**src/rtl/bus_arb_rr_pkg.sv**
```systemverilog
// Shared definitions for the two-master round-robin bus arbiter.
package bus_arb_rr_pkg;

  localparam int unsigned ADDR_W = 32;
  localparam int unsigned DATA_W = 32;
  localparam int unsigned BE_W   = 4;

  typedef enum logic {
    MID_UDM = 1'b0,
    MID_CPU = 1'b1
  } mid_e;

endpackage

```
**src/rtl/bus_arb_idfifo.sv**
```systemverilog
// In-order FIFO of 1-bit master IDs for outstanding reads; push when full / pop when empty are ignored.
module bus_arb_idfifo #(
  parameter int unsigned DEPTH = 4
) (
  input  logic                     clk_i,
  input  logic                     rst_i,
  input  logic                     push_i,
  input  logic                     din_i,
  input  logic                     pop_i,
  output logic                     dout_o,
  output logic                     full_o,
  output logic                     empty_o,
  output logic [$clog2(DEPTH):0]   count_o
);

  localparam int unsigned AW = $clog2(DEPTH);
  localparam int unsigned CW = AW + 1;
  localparam logic [CW-1:0] FULL_CNT = CW'(DEPTH);

  logic          mem_q [DEPTH];
  logic [AW-1:0] wr_ptr_q, wr_ptr_d;
  logic [AW-1:0] rd_ptr_q, rd_ptr_d;
  logic [CW-1:0] count_q,  count_d;
  logic          push_ok, pop_ok;

  assign full_o  = (count_q == FULL_CNT);
  assign empty_o = (count_q == '0);
  assign count_o = count_q;
  assign dout_o  = mem_q[rd_ptr_q];

  always_comb begin
    push_ok  = push_i & ~full_o;
    pop_ok   = pop_i & ~empty_o;
    wr_ptr_d = wr_ptr_q;
    rd_ptr_d = rd_ptr_q;
    count_d  = count_q;
    if (push_ok) wr_ptr_d = wr_ptr_q + 1'b1;
    if (pop_ok)  rd_ptr_d = rd_ptr_q + 1'b1;
    unique case ({push_ok, pop_ok})
      2'b10:   count_d = count_q + 1'b1;
      2'b01:   count_d = count_q - 1'b1;
      default: count_d = count_q;
    endcase
  end

  always_ff @(posedge clk_i) begin
    if (rst_i) begin
      wr_ptr_q <= '0;
      rd_ptr_q <= '0;
      count_q  <= '0;
    end else begin
      wr_ptr_q <= wr_ptr_d;
      rd_ptr_q <= rd_ptr_d;
      count_q  <= count_d;
    end
  end

  always_ff @(posedge clk_i) begin
    if (push_ok) mem_q[wr_ptr_q] <= din_i;
  end

endmodule

```
**src/rtl/bus_arb_rr.sv**
```systemverilog
// Two-master round-robin arbiter onto one req/ack/resp slave port; read responses are
// routed back to the issuing master through an in-order ID FIFO.
module bus_arb_rr
  import bus_arb_rr_pkg::*;
#(
  parameter int unsigned MAX_RD = 4
) (
  input  logic                    clk_i,
  input  logic                    rst_i,
  input  logic                    m0_req_i,
  input  logic                    m0_we_i,
  input  logic [ADDR_W-1:0]       m0_addr_bi,
  input  logic [BE_W-1:0]         m0_be_bi,
  input  logic [DATA_W-1:0]       m0_wdata_bi,
  output logic                    m0_ack_o,
  output logic                    m0_resp_o,
  output logic [DATA_W-1:0]       m0_rdata_bo,
  input  logic                    m1_req_i,
  input  logic                    m1_we_i,
  input  logic [ADDR_W-1:0]       m1_addr_bi,
  input  logic [BE_W-1:0]         m1_be_bi,
  input  logic [DATA_W-1:0]       m1_wdata_bi,
  output logic                    m1_ack_o,
  output logic                    m1_resp_o,
  output logic [DATA_W-1:0]       m1_rdata_bo,
  output logic                    s_req_o,
  output logic                    s_we_o,
  output logic [ADDR_W-1:0]       s_addr_bo,
  output logic [BE_W-1:0]         s_be_bo,
  output logic [DATA_W-1:0]       s_wdata_bo,
  input  logic                    s_ack_i,
  input  logic                    s_resp_i,
  input  logic [DATA_W-1:0]       s_rdata_bi,
  output logic [$clog2(MAX_RD):0] rd_pend_o,
  output logic                    err_o
);

  mid_e prio_q, prio_d;
  logic err_q,  err_d;
  mid_e gid;
  mid_e head;
  logic elig0, elig1, gnt, accept, push, pop;
  logic fifo_full, fifo_empty, fifo_dout;

  bus_arb_idfifo #(.DEPTH(MAX_RD)) u_idfifo (
    .clk_i   (clk_i),
    .rst_i   (rst_i),
    .push_i  (push),
    .din_i   (gid),
    .pop_i   (pop),
    .dout_o  (fifo_dout),
    .full_o  (fifo_full),
    .empty_o (fifo_empty),
    .count_o (rd_pend_o)
  );

  assign head  = mid_e'(fifo_dout);
  assign err_o = err_q;

  always_comb begin
    // Reads are ineligible while the ID FIFO is full; writes never need a slot.
    elig0 = m0_req_i & (m0_we_i | ~fifo_full);
    elig1 = m1_req_i & (m1_we_i | ~fifo_full);
    gnt   = (elig0 | elig1) & ~rst_i;
    if (elig0 & elig1) gid = prio_q;
    else if (elig1)    gid = MID_CPU;
    else               gid = MID_UDM;

    s_req_o    = gnt;
    s_we_o     = 1'b0;
    s_addr_bo  = '0;
    s_be_bo    = '0;
    s_wdata_bo = '0;
    if (gnt) begin
      if (gid == MID_CPU) begin
        s_we_o     = m1_we_i;
        s_addr_bo  = m1_addr_bi;
        s_be_bo    = m1_be_bi;
        s_wdata_bo = m1_wdata_bi;
      end else begin
        s_we_o     = m0_we_i;
        s_addr_bo  = m0_addr_bi;
        s_be_bo    = m0_be_bi;
        s_wdata_bo = m0_wdata_bi;
      end
    end

    m0_ack_o = gnt & (gid == MID_UDM) & s_ack_i;
    m1_ack_o = gnt & (gid == MID_CPU) & s_ack_i;
    accept   = gnt & s_ack_i;
    push     = accept & ~s_we_o;

    pop         = s_resp_i & ~fifo_empty & ~rst_i;
    m0_resp_o   = pop & (head == MID_UDM);
    m1_resp_o   = pop & (head == MID_CPU);
    m0_rdata_bo = m0_resp_o ? s_rdata_bi : '0;
    m1_rdata_bo = m1_resp_o ? s_rdata_bi : '0;

    prio_d = prio_q;
    if (accept) prio_d = (gid == MID_UDM) ? MID_CPU : MID_UDM;
    err_d = err_q | (s_resp_i & fifo_empty);
  end

  always_ff @(posedge clk_i) begin
    if (rst_i) begin
      prio_q <= MID_UDM;
      err_q  <= 1'b0;
    end else begin
      prio_q <= prio_d;
      err_q  <= err_d;
    end
  end

endmodule

```
**config.mk**
```make
export PLATFORM = sky130hd
export DESIGN_NAME = bus_arb_rr
export DESIGN_NICKNAME = d
export VERILOG_FILES = /design/src/rtl/bus_arb_rr_pkg.sv /design/src/rtl/bus_arb_idfifo.sv /design/src/rtl/bus_arb_rr.sv
export SDC_FILE = /design/constraint.sdc
export NUM_CORES = 1
export LEC_CHECK = 0
export BUFFER_PORTS_ARGS = -buffer_cell sky130_fd_sc_hd__buf_2
export CELL_PAD_IN_SITES_DETAIL_PLACEMENT = 1
export CELL_PAD_IN_SITES_GLOBAL_PLACEMENT = 2
export CORE_UTILIZATION = 21
export CTS_CLUSTER_SIZE = 14
export DETAILED_ROUTE_END_ITERATION = 8
export MAX_ROUTING_LAYER = met4
export PLACE_DENSITY = 0.91
export SYNTH_ARGS = -nofsm -noshare
export SYNTH_HDL_FRONTEND = slang
export SYNTH_HIERARCHICAL = 1
export SYNTH_SLANG_ARGS = --single-unit
```
**constraint.sdc**
```tcl
create_clock -name clk_i -period 9.49 [get_ports clk_i]
set_clock_uncertainty 0.2 [all_clocks]
set_input_delay 1.898 -clock clk_i [delete_from_list [all_inputs] [get_ports clk_i]]
set_output_delay 1.898 -clock clk_i [all_outputs]
set_load 0.005 [all_outputs]
```
# [Word level (Yosys, flattened, before mapping)]
# Memory sizes are Yosys's and may differ from the RTL's. A register that Yosys moved wholly into a read port is not among the register bits.
# Cells that the tools add are included.
[word_totals] ff_bits=9 ramBits=4 word_cells=60 mem_count=1
[op_classes] n_addsub=4 eq_ne=3 mux=18 bitwise=27 reduce_logical=2
[mem_list] name="u_idfifo.mem_q" depth=4 width=1 rd=1 rd_clocked_by_memory_dff=1 wr=1 line_no="bus_arb_idfifo.sv:20" source="logic mem_q [DEPTH];"
[op_table] cell="$mux W32" n=6
[op_table] cell="$and A1 B1 Y1" n=17
[op_table] cell="$mux W4" n=2
[op_table] cell="$mux W1" n=7
[op_table] cell="$not A1 Y1" n=6
[op_table] cell="$pmux W3 S2" n=1
[op_table] cell="$add A2 B1 Y2 const B" n=2
[op_table] cell="$mux W2" n=2
[op_table] cell="$or A1 B1 Y1" n=4
[op_table] cell="$add A3 B1 Y3 const B" n=1
[op_table] cell="$eq A3 B3 Y1 const B" n=1
[op_table] cell="$logic_not A3 Y1" n=1
[op_table] cell="$sub A3 B1 Y3 const B" n=1
[op_table] cell="$eq A2 B1 Y1 const B" n=1
[op_table] cell="$eq A2 B2 Y1 const B" n=1
[op_table] cell="$reduce_bool A2 Y1" n=1

# [Longest topological paths before layout]
# Gate-level depths: netlist (run 1).
[depth] depth_word=13 ltp_mapped=15

# [Cells and area by module]
# Netlist (run 1), hierarchy kept.
[modules_own_cells] mod="bus_arb_rr" instances=1 cells_each=434 area_per_inst_um2=3278.1 seq_area_each_um2=40.0
[modules_own_cells] mod="bus_arb_idfifo" instances=1 cells_each=59 area_per_inst_um2=618.1 seq_area_each_um2=300.3

# [Worst setup path before layout (run 1)]
# OpenSTA, ideal clock, no wires.
[synth_path] path_kind="in2out" from="in m1_req_i" to="out s_addr_bo[0]" arrival_time_ns=2.859 required_ns=7.392 slack_ns=4.533 stages=5 path_buffers=2 cell_sequence="buf_2 a22o_1 nor2_2 buf_2 o41ai_2"
[synth_between] elab_chain_cells=5
[synth_lines] item="start: declaration" line_no="bus_arb_rr.sv:18" source="input logic m1_req_i,"
[synth_lines] item="$and A1 B1 Y1 *" line_no="bus_arb_rr.sv:63" source="elig1 = m1_req_i & (m1_we_i | ~fifo_full);"
[synth_lines] item="$mux W1 or $and A1 B1 Y1 (tied branches)" line_no="bus_arb_rr.sv:66, bus_arb_rr.sv:65"
[synth_lines] item="$mux W1" line_no="bus_arb_rr.sv:65" source="if (elig0 & elig1) gid = prio_q;"
[synth_lines] item="$mux W32" line_no="bus_arb_rr.sv:75" source="if (gid == MID_CPU) begin"
[synth_lines] item="$mux W32 *" line_no="bus_arb_rr.sv:74" source="if (gnt) begin"
[synth_lines] item="end: declaration" line_no="bus_arb_rr.sv:28" source="output logic [ADDR_W-1:0] s_addr_bo,"
# Mark *: on every way between the ends. The rest lies on a longest branch, timed or not.

# [Worst setup path in the final report (run 1)]
[layout_path] from="in m1_req_i" to="out s_addr_bo[1]"
# The elaborated chain is that of the path after synthesis.

==> impl_metrics.json, run 1 <==
{
  "outcome": "finished with violations",
  "violations": "DRC",
  "crit_slowest_cell": "nor2_4",
  "dieHeight_um": 138,
  "crit_path_max_fanout": 35,
  "cts_sinks": 15,
  "gr-usage-all-layers_pct": 17.0,
  "synth_area_sq_um": 3900,
  "pwr-share-clk_pct": 24.3,
  "drc": 50,
  "leakagePower_nw": 3.16,
  "ir_drop_mv": 0.0504,
  "synth_top_family_by_area": "compound AO/OA/AOI/OAI gates",
  "nFillCells": 2308,
  "start_util_pct": 21.5,
  "hold_path.class": "register to register",
  "cts_buffer_depth": 2,
  "dpl.hpwl_mm": 12.6,
  "fp-row-count": 49,
  "yosysTopAreaCellShare_pct": 25.0,
  "synthAdderAreaFrac_pct": 2.12,
  "synth_nets": 675,
  "path_cells": "buf_2 > buf_4 > a22o_1 > nor2_4 > buf_4 > buf_4 > o41ai_2 > buf_2",
  "seq_power_share_pct": 20.8,
  "cts_root_buf": "clkbuf_16",
  "layout_common_cells": "buf_2 (316), inv_1 (78), nor2b_1 (69), o2111ai_1 (69), o41ai_2 (60)",
  "grt-ovfl-total": 0,
  "maxSlewViolCount": 0,
  "netSwitchingFraction_pct": 37.3,
  "cts_setup_buffers": 0,
  "wirelength_mm": 16.5,
  "multi_input_area_sq_um": 2940,
  "cts-resized-gates": 0,
  "p_switching_w": 0.000124,
  "synthXorXnorAreaFrac_pct": 0.674,
  "rsz0062_at_grt": "no",
  "layout-drive-gt1-share_pct": 53.4,
  "finalNetCount": 936,
  "yosysTopAreaCell": "o41ai_2",
  "grt_max_degree": 87,
  "muxShareOfSynthArea_pct": 0.578,
  "num_vias": 4918,
  "pwr-share-comb_pct": 54.9,
  "yosys.area_share.simple_pct": 25.7,
  "die-width_um": 138,
  "finalCriticalPeriod_ns": 6.59,
  "finalCritPeriodShare_pct": 69.5,
  "syn_inst": 493,
  "area_growth_pct": 44.3,
  "critical_path_class": "primary input to output port",
  "cts_tree": "built",
  "ys_types": 38,
  "avgViaCountPerCell": 4.99,
  "cp_common_cell": "buf_4",
  "grt_first_pass_wirelength_mm": 26.0,
  "io_pins": 318,
  "ys_ff_latch": 15,
  "critPathRequiredTime_ns": 7.39,
  "post_drt_wl_per_cell_um": 16.8,
  "antenna_found_initial": 3,
  "seq_area_sq_um": 340,
  "final_common_cell": "buf_2",
  "async_flop_share_pct": 0,
  "place_inst": 978,
  "htree_levels": 1,
  "yosys_warnings": 6,
  "grt_pass1_vias": 4926,
  "p_int_w": 0.000209,
  "fin_setup_tns_ns": 0,
  "drv_cap": 0,
  "synth_compound_area_share_pct": 45.7,
  "ys_seq_area_share_pct": 8.73,
  "cts_made_buffers": 3,
  "insertion_delay_ns": 0.24,
  "synth_edf_count": 4,
  "dr.pass1.iters": 7,
  "cts_hold_buf": 0,
  "max-slew-margin-rel_pct": 31.0,
  "start_kind": "primary input",
  "hold_viol_final": 0,
  "tightest_slew_ns": 1.04,
  "die-area_sq_um": 19100,
  "cp_slowest_stage_delay_ns": 0.63,
  "fin_cells": 985,
  "core_area_sq_um": 18100,
  "end_kind": "output port",
  "antenna_violating_nets_post_route": 0,
  "timing.fmax_mhz": 152,
  "synth_area_leaders": "o41ai_2 (25%), o2111ai_1 (16%), nor2b_1 (11%)",
  "cts.reportedPaths.clkPinSlew_ns": 0.05,
  "drt_iter0_drc": 155,
  "setup_viol": 0,
  "place.gp.congestion": 0.773,
  "synth_flop_cell": "dfxtp_1",
  "cp_data_arrival_time_ns": 4.49,
  "power_density_nw_per_um2": 59.3,
  "syn_avg_cell_area_sq_um": 7.90,
  "port-buffer-count": 317
}
## Yosys cell counts (all sizes together), types with 2 or more instances
| cell | instances |
|---|---|
| o21ai | 5 |
| a21oi | 6 |
| dfxtp | 11 |
| ha | 5 |
| nor2 | 10 |
| edfxtp | 4 |
| xor2 | 3 |
| nor2b | 70 |
| nor3b | 2 |
| o2111ai | 69 |
| or3 | 3 |
| clkbuf | 42 |
| inv | 78 |
| and3 | 33 |
| o41ai | 69 |
| nand2b | 2 |
| and2 | 37 |
| buf | 30 |
## area by class of cell
class	instances	area share [%]
Multi-Input combinational cell	328	52.3
Timing Repair Buffer	328	29.8
Sequential cell	15	6.06
Inverter	78	5.21
Tap cell	229	5.10
Clock buffer	3	1.34
Antenna cell	3	0.134
Clock inverter	1	0.0890
## per-layer routing
| metal | global-route usage, % | part of all wire [%] |
|---|---|---|
| met5 | - | 0 |
| met1 | 18.9 | 39 |
| met4 | 5.20 | 2.2 |
| met3 | 1.97 | 6.1 |
| met2 | 31.5 | 53 |
## kinds of logic after synthesis
kind of cell	Yosys count
multiplexers	1
flip-flops	15
buffers and inverters	150
XOR/XNOR	3
AO/OA/AOI/OAI	157
adder cells (fa/ha/maj)	6
AND/OR/NAND/NOR	161
## worst max-delay path, delay by kind of cell
| kind | cells | cell delay, ns |
|---|---|---|
| AO/OA/AOI/OAI | 2 | 0.44 |
| AND/OR/NAND/NOR | 1 | 0.63 |
| buffers and inverters | 5 | 1.51 |
## per-stage QoR
step / util (%) / setup WS (ns) / hold WS, ns / total power [W] / cell area, sq um
after detailed placement: 30.6 / 2.82 / 0.292 / 0.000255 / 5530
after floorplan: - / 4.53 / 0.259 / 0.000177 / 3900
final: 31.1 / 2.90 / 0.293 / 0.000333 / 5620
after global placement: 30.6 / 2.90 / 0.275 / 0.000253 / 5530
after global routing: 31.1 / 2.70 / 0.329 / 0.000356 / 5620
after CTS: 31.0 / 2.82 / 0.299 / 0.000338 / 5610
## worst paths after layout
kind,to,start,cells past startpoint,slack [ns]
setup / recovery,s_addr_bo[1],m1_req_i,8,2.90
hold / removal,err_o,err_o,2,0.29
setup reg to reg,u_idfifo/count_o[2],u_idfifo/count_o[2],14,5.50
hold reg to reg,err_o,err_o,2,0.29
## power by group through the flow
| stage | clock network [W] | logic, W | registers, W |
|---|---|---|---|
| 6_report | 0.0000810 | 0.000183 | 0.0000694 |
| 3_5_place_dp | 0 | 0.000185 | 0.0000707 |
| 5_1_grt | 0.0000852 | 0.000201 | 0.0000696 |
| 4_1_cts | 0.0000830 | 0.000185 | 0.0000694 |
| 3_3_place_gp | 0 | 0.000182 | 0.0000706 |
| 2_1_floorplan | 0 | 0.000107 | 0.0000703 |
(Power assumes the default switching activity.)
==> run 2: changes to the inputs <==
- CORE_UTILIZATION: 21 -> 18
- PLACE_DENSITY: 0.91 -> 0.84
- clock period: 9.49 -> 5.35 ns (I/O delays scaled with it)
==> run 2 against run 1 <==
Compared with the run above:
- the run now ends clean
- critical path depth decreased by 2
- worst hold slack got worse by 0.021 ns
- sequential cell count unchanged
==> impl_metrics.json, run 2 (synthesized netlist as in run 1, its figures left out) <==
{
  "outcome": "complete, no violations",
  "post_drt_wl_per_cell_um": 17.0,
  "maxSlewViolCount": 0,
  "dr.pass1.iters": 4,
  "antenna_found_initial": 1,
  "final_common_cell": "buf_2",
  "hold_path.class": "register to register",
  "dpl.hpwl_mm": 13.1,
  "insertion_delay_ns": 0.25,
  "drt_iter0_drc": 108,
  "cts_made_buffers": 3,
  "start_kind": "primary input",
  "num_vias": 4913,
  "dpl-instance-area_sq_um": 5600,
  "grt-ovfl-total": 0,
  "critPathRequiredTime_ns": 4.08,
  "htree_levels": 1,
  "setup_viol": 0,
  "drc": 0,
  "cp_data_arrival_time_ns": 2.86,
  "antennaDiodeCount": 0,
  "cts_setup_buffers": 0,
  "layout-drive-gt1-share_pct": 53.2,
  "rsz0062_at_grt": "no",
  "path_cells": "buf_6 > nor3b_4 > buf_4 > and2b_1 > and2_1 > buf_2",
  "crit_slowest_cell": "and2b_1",
  "design_area_sq_um": 5680,
  "finalNetCount": 935,
  "ir_drop_mv": 0.0852,
  "grt_max_degree": 110,
  "die-area_sq_um": 22200,
  "die-width_um": 149,
  "dieHeight_um": 149,
  "cts.reportedPaths.clkPinSlew_ns": 0.05,
  "fin_setup_tns_ns": 0,
  "cp_slowest_stage_delay_ns": 0.67,
  "drv_cap": 0,
  "grt_pass1_vias": 5026,
  "fp-row-count": 53,
  "area_growth_pct": 45.8,
  "power_w": 0.000601,
  "layout_common_cells": "buf_2 (316), inv_1 (78), nor2b_1 (69), o2111ai_1 (69), o41ai_2 (60)",
  "timing.fmax_mhz": 242,
  "place.gp.congestion": 0.741,
  "finalCritPeriodShare_pct": 77.1,
  "cts_sinks": 15,
  "crit_path_max_fanout": 42,
  "crit_family": "simple AND/OR/NAND/NOR gates",
  "gr-usage-all-layers_pct": 15.2,
  "leakagePower_nw": 3.16,
  "antenna_violating_nets_post_route": 0,
  "cts-resized-gates": 0,
  "cts_root_buf": "clkbuf_16",
  "final_util_pct": 26.9,
  "cp.buffers_inverters": 3,
  "tightest_slew_ns": 0.833,
  "cts_hold_buf": 0,
  "place_inst": 1023,
  "core_area_sq_um": 21200,
  "port-buffer-count": 317,
  "hold_viol_final": 0,
  "critical_path_class": "primary input to output port",
  "fin_cells": 1027,
  "io_pins": 318,
  "cts_tree": "built",
  "end_kind": "output port",
  "finalCriticalPeriod_ns": 4.13,
  "max-slew-margin-rel_pct": 44.5,
  "avgViaCountPerCell": 4.78,
  "grt_first_pass_wirelength_mm": 26.2,
  "cts_buffer_depth": 2,
  "power_density_nw_per_um2": 106,
  "wirelength_mm": 17.5,
  "start_util_pct": 18.4
}
-- run 2: power by group --
| group | internal [W] | switching [W] | total, W |
|---|---|---|---|
| Clock | 0.000101 | 0.0000447 | 0.000146 |
| Combinational | 0.000152 | 0.000180 | 0.000332 |
| Sequential | 0.000120 | 0.00000293 | 0.000123 |
-- run 2: through the flow --
stage / worst slack (ns) / hold WS (ns)
2_1_floorplan: 1.89 / 0.259
3_3_place_gp: 1.27 / 0.252
6_report: 1.22 / 0.273
3_5_place_dp: 1.11 / 0.277
4_1_cts: 1.19 / 0.290
5_1_grt: 0.999 / 0.333
-- run 2: layout make-up --
class,instances,area [sq um]
Clock buffer,4,78.8
Fill cell,2659,15500
Inverter,78,293
Multi-Input combinational cell,328,2940
Sequential cell,15,340
Tap cell,275,344
Timing Repair Buffer,327,1680
-- run 2: path summary, 6_finish.rpt --
kind,startpoint,to,slack (ns),depth (start not counted)
max,rst_i,m0_rdata_bo[14],1.22,6
min reg2reg,err_o,err_o,0.27,2
max reg2reg,u_idfifo/count_o[2],u_idfifo/count_o[2],1.60,13
min,err_o,err_o,0.27,2
-- run 2: tightest hold or removal path, delay by kind of cell, from the launching register on --
kind | cells | cell delay, ns
flops | 1 | 0.33
compound gates | 1 | 0.04
simple gates | 1 | 0.07
-- run 2: layer usage --
layer / vias up / part of all wire (%) / global-route usage, %
met1: 2329 / 40 / 16.3
met5: - / 0 / -
met3: 16 / 6.2 / 1.62
met4: 0 / 1.3 / 2.81
met2: 221 / 53 / 29.8
li1: 2347 / - / -
==> run 3: changes to the inputs <==
- ABC_AREA: unset -> 1
- CORE_UTILIZATION: 18 -> 10
- PLACE_DENSITY: 0.84 -> 0.81
- clock period: 5.35 -> 3.35 ns (I/O delays scaled with it)
==> run 3 against run 2 <==
Compared with the run above:
- non-clock buffer count shrank 1
- critical path depth is 6 higher
- synthesized cell count decreased by 9.5%
- combinational power up 23%
- count of clock-buffer cells in the layout shrank 1
- largest cell class is now non-clock buffers
==> impl_metrics.json, run 3 <==
{
  "outcome": "complete, no violations",
  "cp_data_arrival_time_ns": 2.19,
  "layout_common_cells": "buf_2 (317), nand2_1 (155), nor2_1 (82)",
  "avgViaCountPerCell": 3.78,
  "htree_levels": 1,
  "fin_setup_tns_ns": 0,
  "finalNetCount": 932,
  "finalCritPeriodShare_pct": 91.2,
  "num_vias": 3889,
  "rsz0062_at_grt": "no",
  "hold_path.class": "register to register",
  "dpl.hpwl_mm": 10.9,
  "yosysTopAreaCell": "nand2_1",
  "die-area_sq_um": 22900,
  "cts_setup_buffers": 0,
  "insertion_delay_ns": 0.25,
  "antenna_violating_nets_post_route": 0,
  "synth_commonest_cells": "nand2_1 (155), nor2_1 (82), nand3_1 (75)",
  "setup_viol": 0,
  "cts_tree": "built",
  "area_growth_pct": 89.3,
  "dieHeight_um": 151,
  "cts_hold_buf": 0,
  "maxSlewViolCount": 0,
  "wirelength_mm": 12.8,
  "final_common_cell": "buf_2",
  "start_kind": "register",
  "dp_slack_ns": 0.418,
  "dpl-instance-area_sq_um": 4130,
  "start_util_pct": 10.2,
  "leakagePower_nw": 2.84,
  "ys_ff_latch": 15,
  "antenna_found_initial": 0,
  "die-width_um": 151,
  "syn_inst": 446,
  "ys_seq_area_share_pct": 15.3,
  "grt-ovfl-total": 0,
  "yosysTopAreaCellShare_pct": 26.1,
  "critPathRequiredTime_ns": 2.48,
  "place.gp.congestion": 0.754,
  "cts-resized-gates": 0,
  "antennaDiodeCount": 0,
  "hold_viol_final": 0,
  "drt_iter0_drc": 50,
  "syn_avg_cell_area_sq_um": 4.99,
  "cts_buffer_depth": 2,
  "io_pins": 318,
  "grt_first_pass_wirelength_mm": 17.7,
  "gr-usage-all-layers_pct": 10.1,
  "ys_types": 23,
  "synth_area_leaders": "nand2_1 (26%), nand3_1 (17%), nor2_1 (14%)",
  "fp-row-count": 54,
  "tightest_slew_ns": 0.523,
  "drc": 0,
  "port-buffer-count": 317,
  "cts_root_buf": "clkbuf_16",
  "worst_slack_ns": 0.294,
  "drv_cap": 0,
  "async_flop_share_pct": 0,
  "synth_flop_cell": "dfxtp_1",
  "grt_pass1_vias": 3712,
  "synth_nets": 628,
  "core_area_sq_um": 21800,
  "layout-drive-gt1-share_pct": 45.7,
  "design_area_sq_um": 4210,
  "post_drt_wl_per_cell_um": 12.5,
  "end_kind": "output port",
  "synth_area_sq_um": 2230,
  "crit_path_max_fanout": 62,
  "cts.reportedPaths.clkPinSlew_ns": 0.05,
  "critical_path_class": "register to output port",
  "synth_edf_count": 4,
  "cts_sinks": 15,
  "dr.pass1.iters": 4,
  "yosysMostFrequentCell": "nand2_1",
  "power_density_nw_per_um2": 200,
  "grt_max_degree": 63,
  "timing.fmax_mhz": 327,
  "max-slew-margin-rel_pct": 65.1,
  "rrSetupSlack_ns": 0.53,
  "ir_drop_mv": 0.133,
  "yosys_warnings": 6,
  "nFillCells": 2914,
  "cts_made_buffers": 3,
  "finalCriticalPeriod_ns": 3.06
}
[run 3: final cells by class]
class	instances	area [sq um]	area share, %
clock buffer	3	75.1	1.78
sequential	15	340	8.08
tap	280	350	8.32
clock inverter	1	5.00	0.119
multi-input combinational	341	1500	35.6
inverter	63	236	5.61
timing repair buffer	326	1700	40.5
[run 3: critical path: stages, from the launching register on]
cell,delay (ns)
dfxtp_1,0.33
inv_2,0.12
nand3_4,0.11
inv_1,0.15
nand2_1,0.09
nand3_1,0.10
nand2_2,0.09
buf_4,0.20
nor2_4,0.12
buf_12,0.25
nand2_1,0.12
nand2_1,0.08
buf_2,0.10
[run 3: power by group]
group          switching [W]  leakage (nW)  internal (W)  total, W
clock network      0.0000737        0.0409      0.000159  0.000233
registers         0.00000598         0.126      0.000194  0.000200
logic               0.000220          2.68      0.000189  0.000409
[run 3: routing by layer]
metal | track usage (%) | vias up | wire (um)
li1 | - | 1961 | -
met1 | 11.5 | 1698 | 5190
met2 | 18.9 | 223 | 6410
met3 | 1.20 | 7 | 1100
met4 | 1.80 | 0 | 118
met5 | - | - | 0
[run 3: through the flow]
| step | instances | total power, W | hold slack (ns) | util [%] |
|---|---|---|---|---|
| after floorplan | 446 | 0.000377 | 0.239 | - |
| after global placement | 1025 | 0.000616 | 0.260 | 18.9 |
| after detailed placement | 1025 | 0.000619 | 0.269 | 18.9 |
| after CTS | 1029 | 0.000859 | 0.276 | 19.3 |
| after global routing | 1029 | 0.000914 | 0.308 | 19.3 |
| final | 1029 | 0.000842 | 0.278 | 19.3 |
[run 3: final timing paths]
check / startpoint / to / cells after the start
setup reg to reg: u_idfifo/count_o[0] / u_idfifo/count_o[2] / 19
setup / recovery: u_idfifo/count_o[0] / s_addr_bo[5] / 12
hold reg to reg: prio_q / prio_q / 2
hold / removal: prio_q / prio_q / 2
[run 3: kinds of logic (layout without fill, tap and decap cells)]
family	after synthesis	count (layout)	share of synthesized area [%]
AOI/OAI and AO/OA	15	15	3.65
and+or+nand+nor	320	320	60.1
DFF	15	15	15.3
buffers and inverters	90	393	17.3
adders and majority gates	6	6	3.71
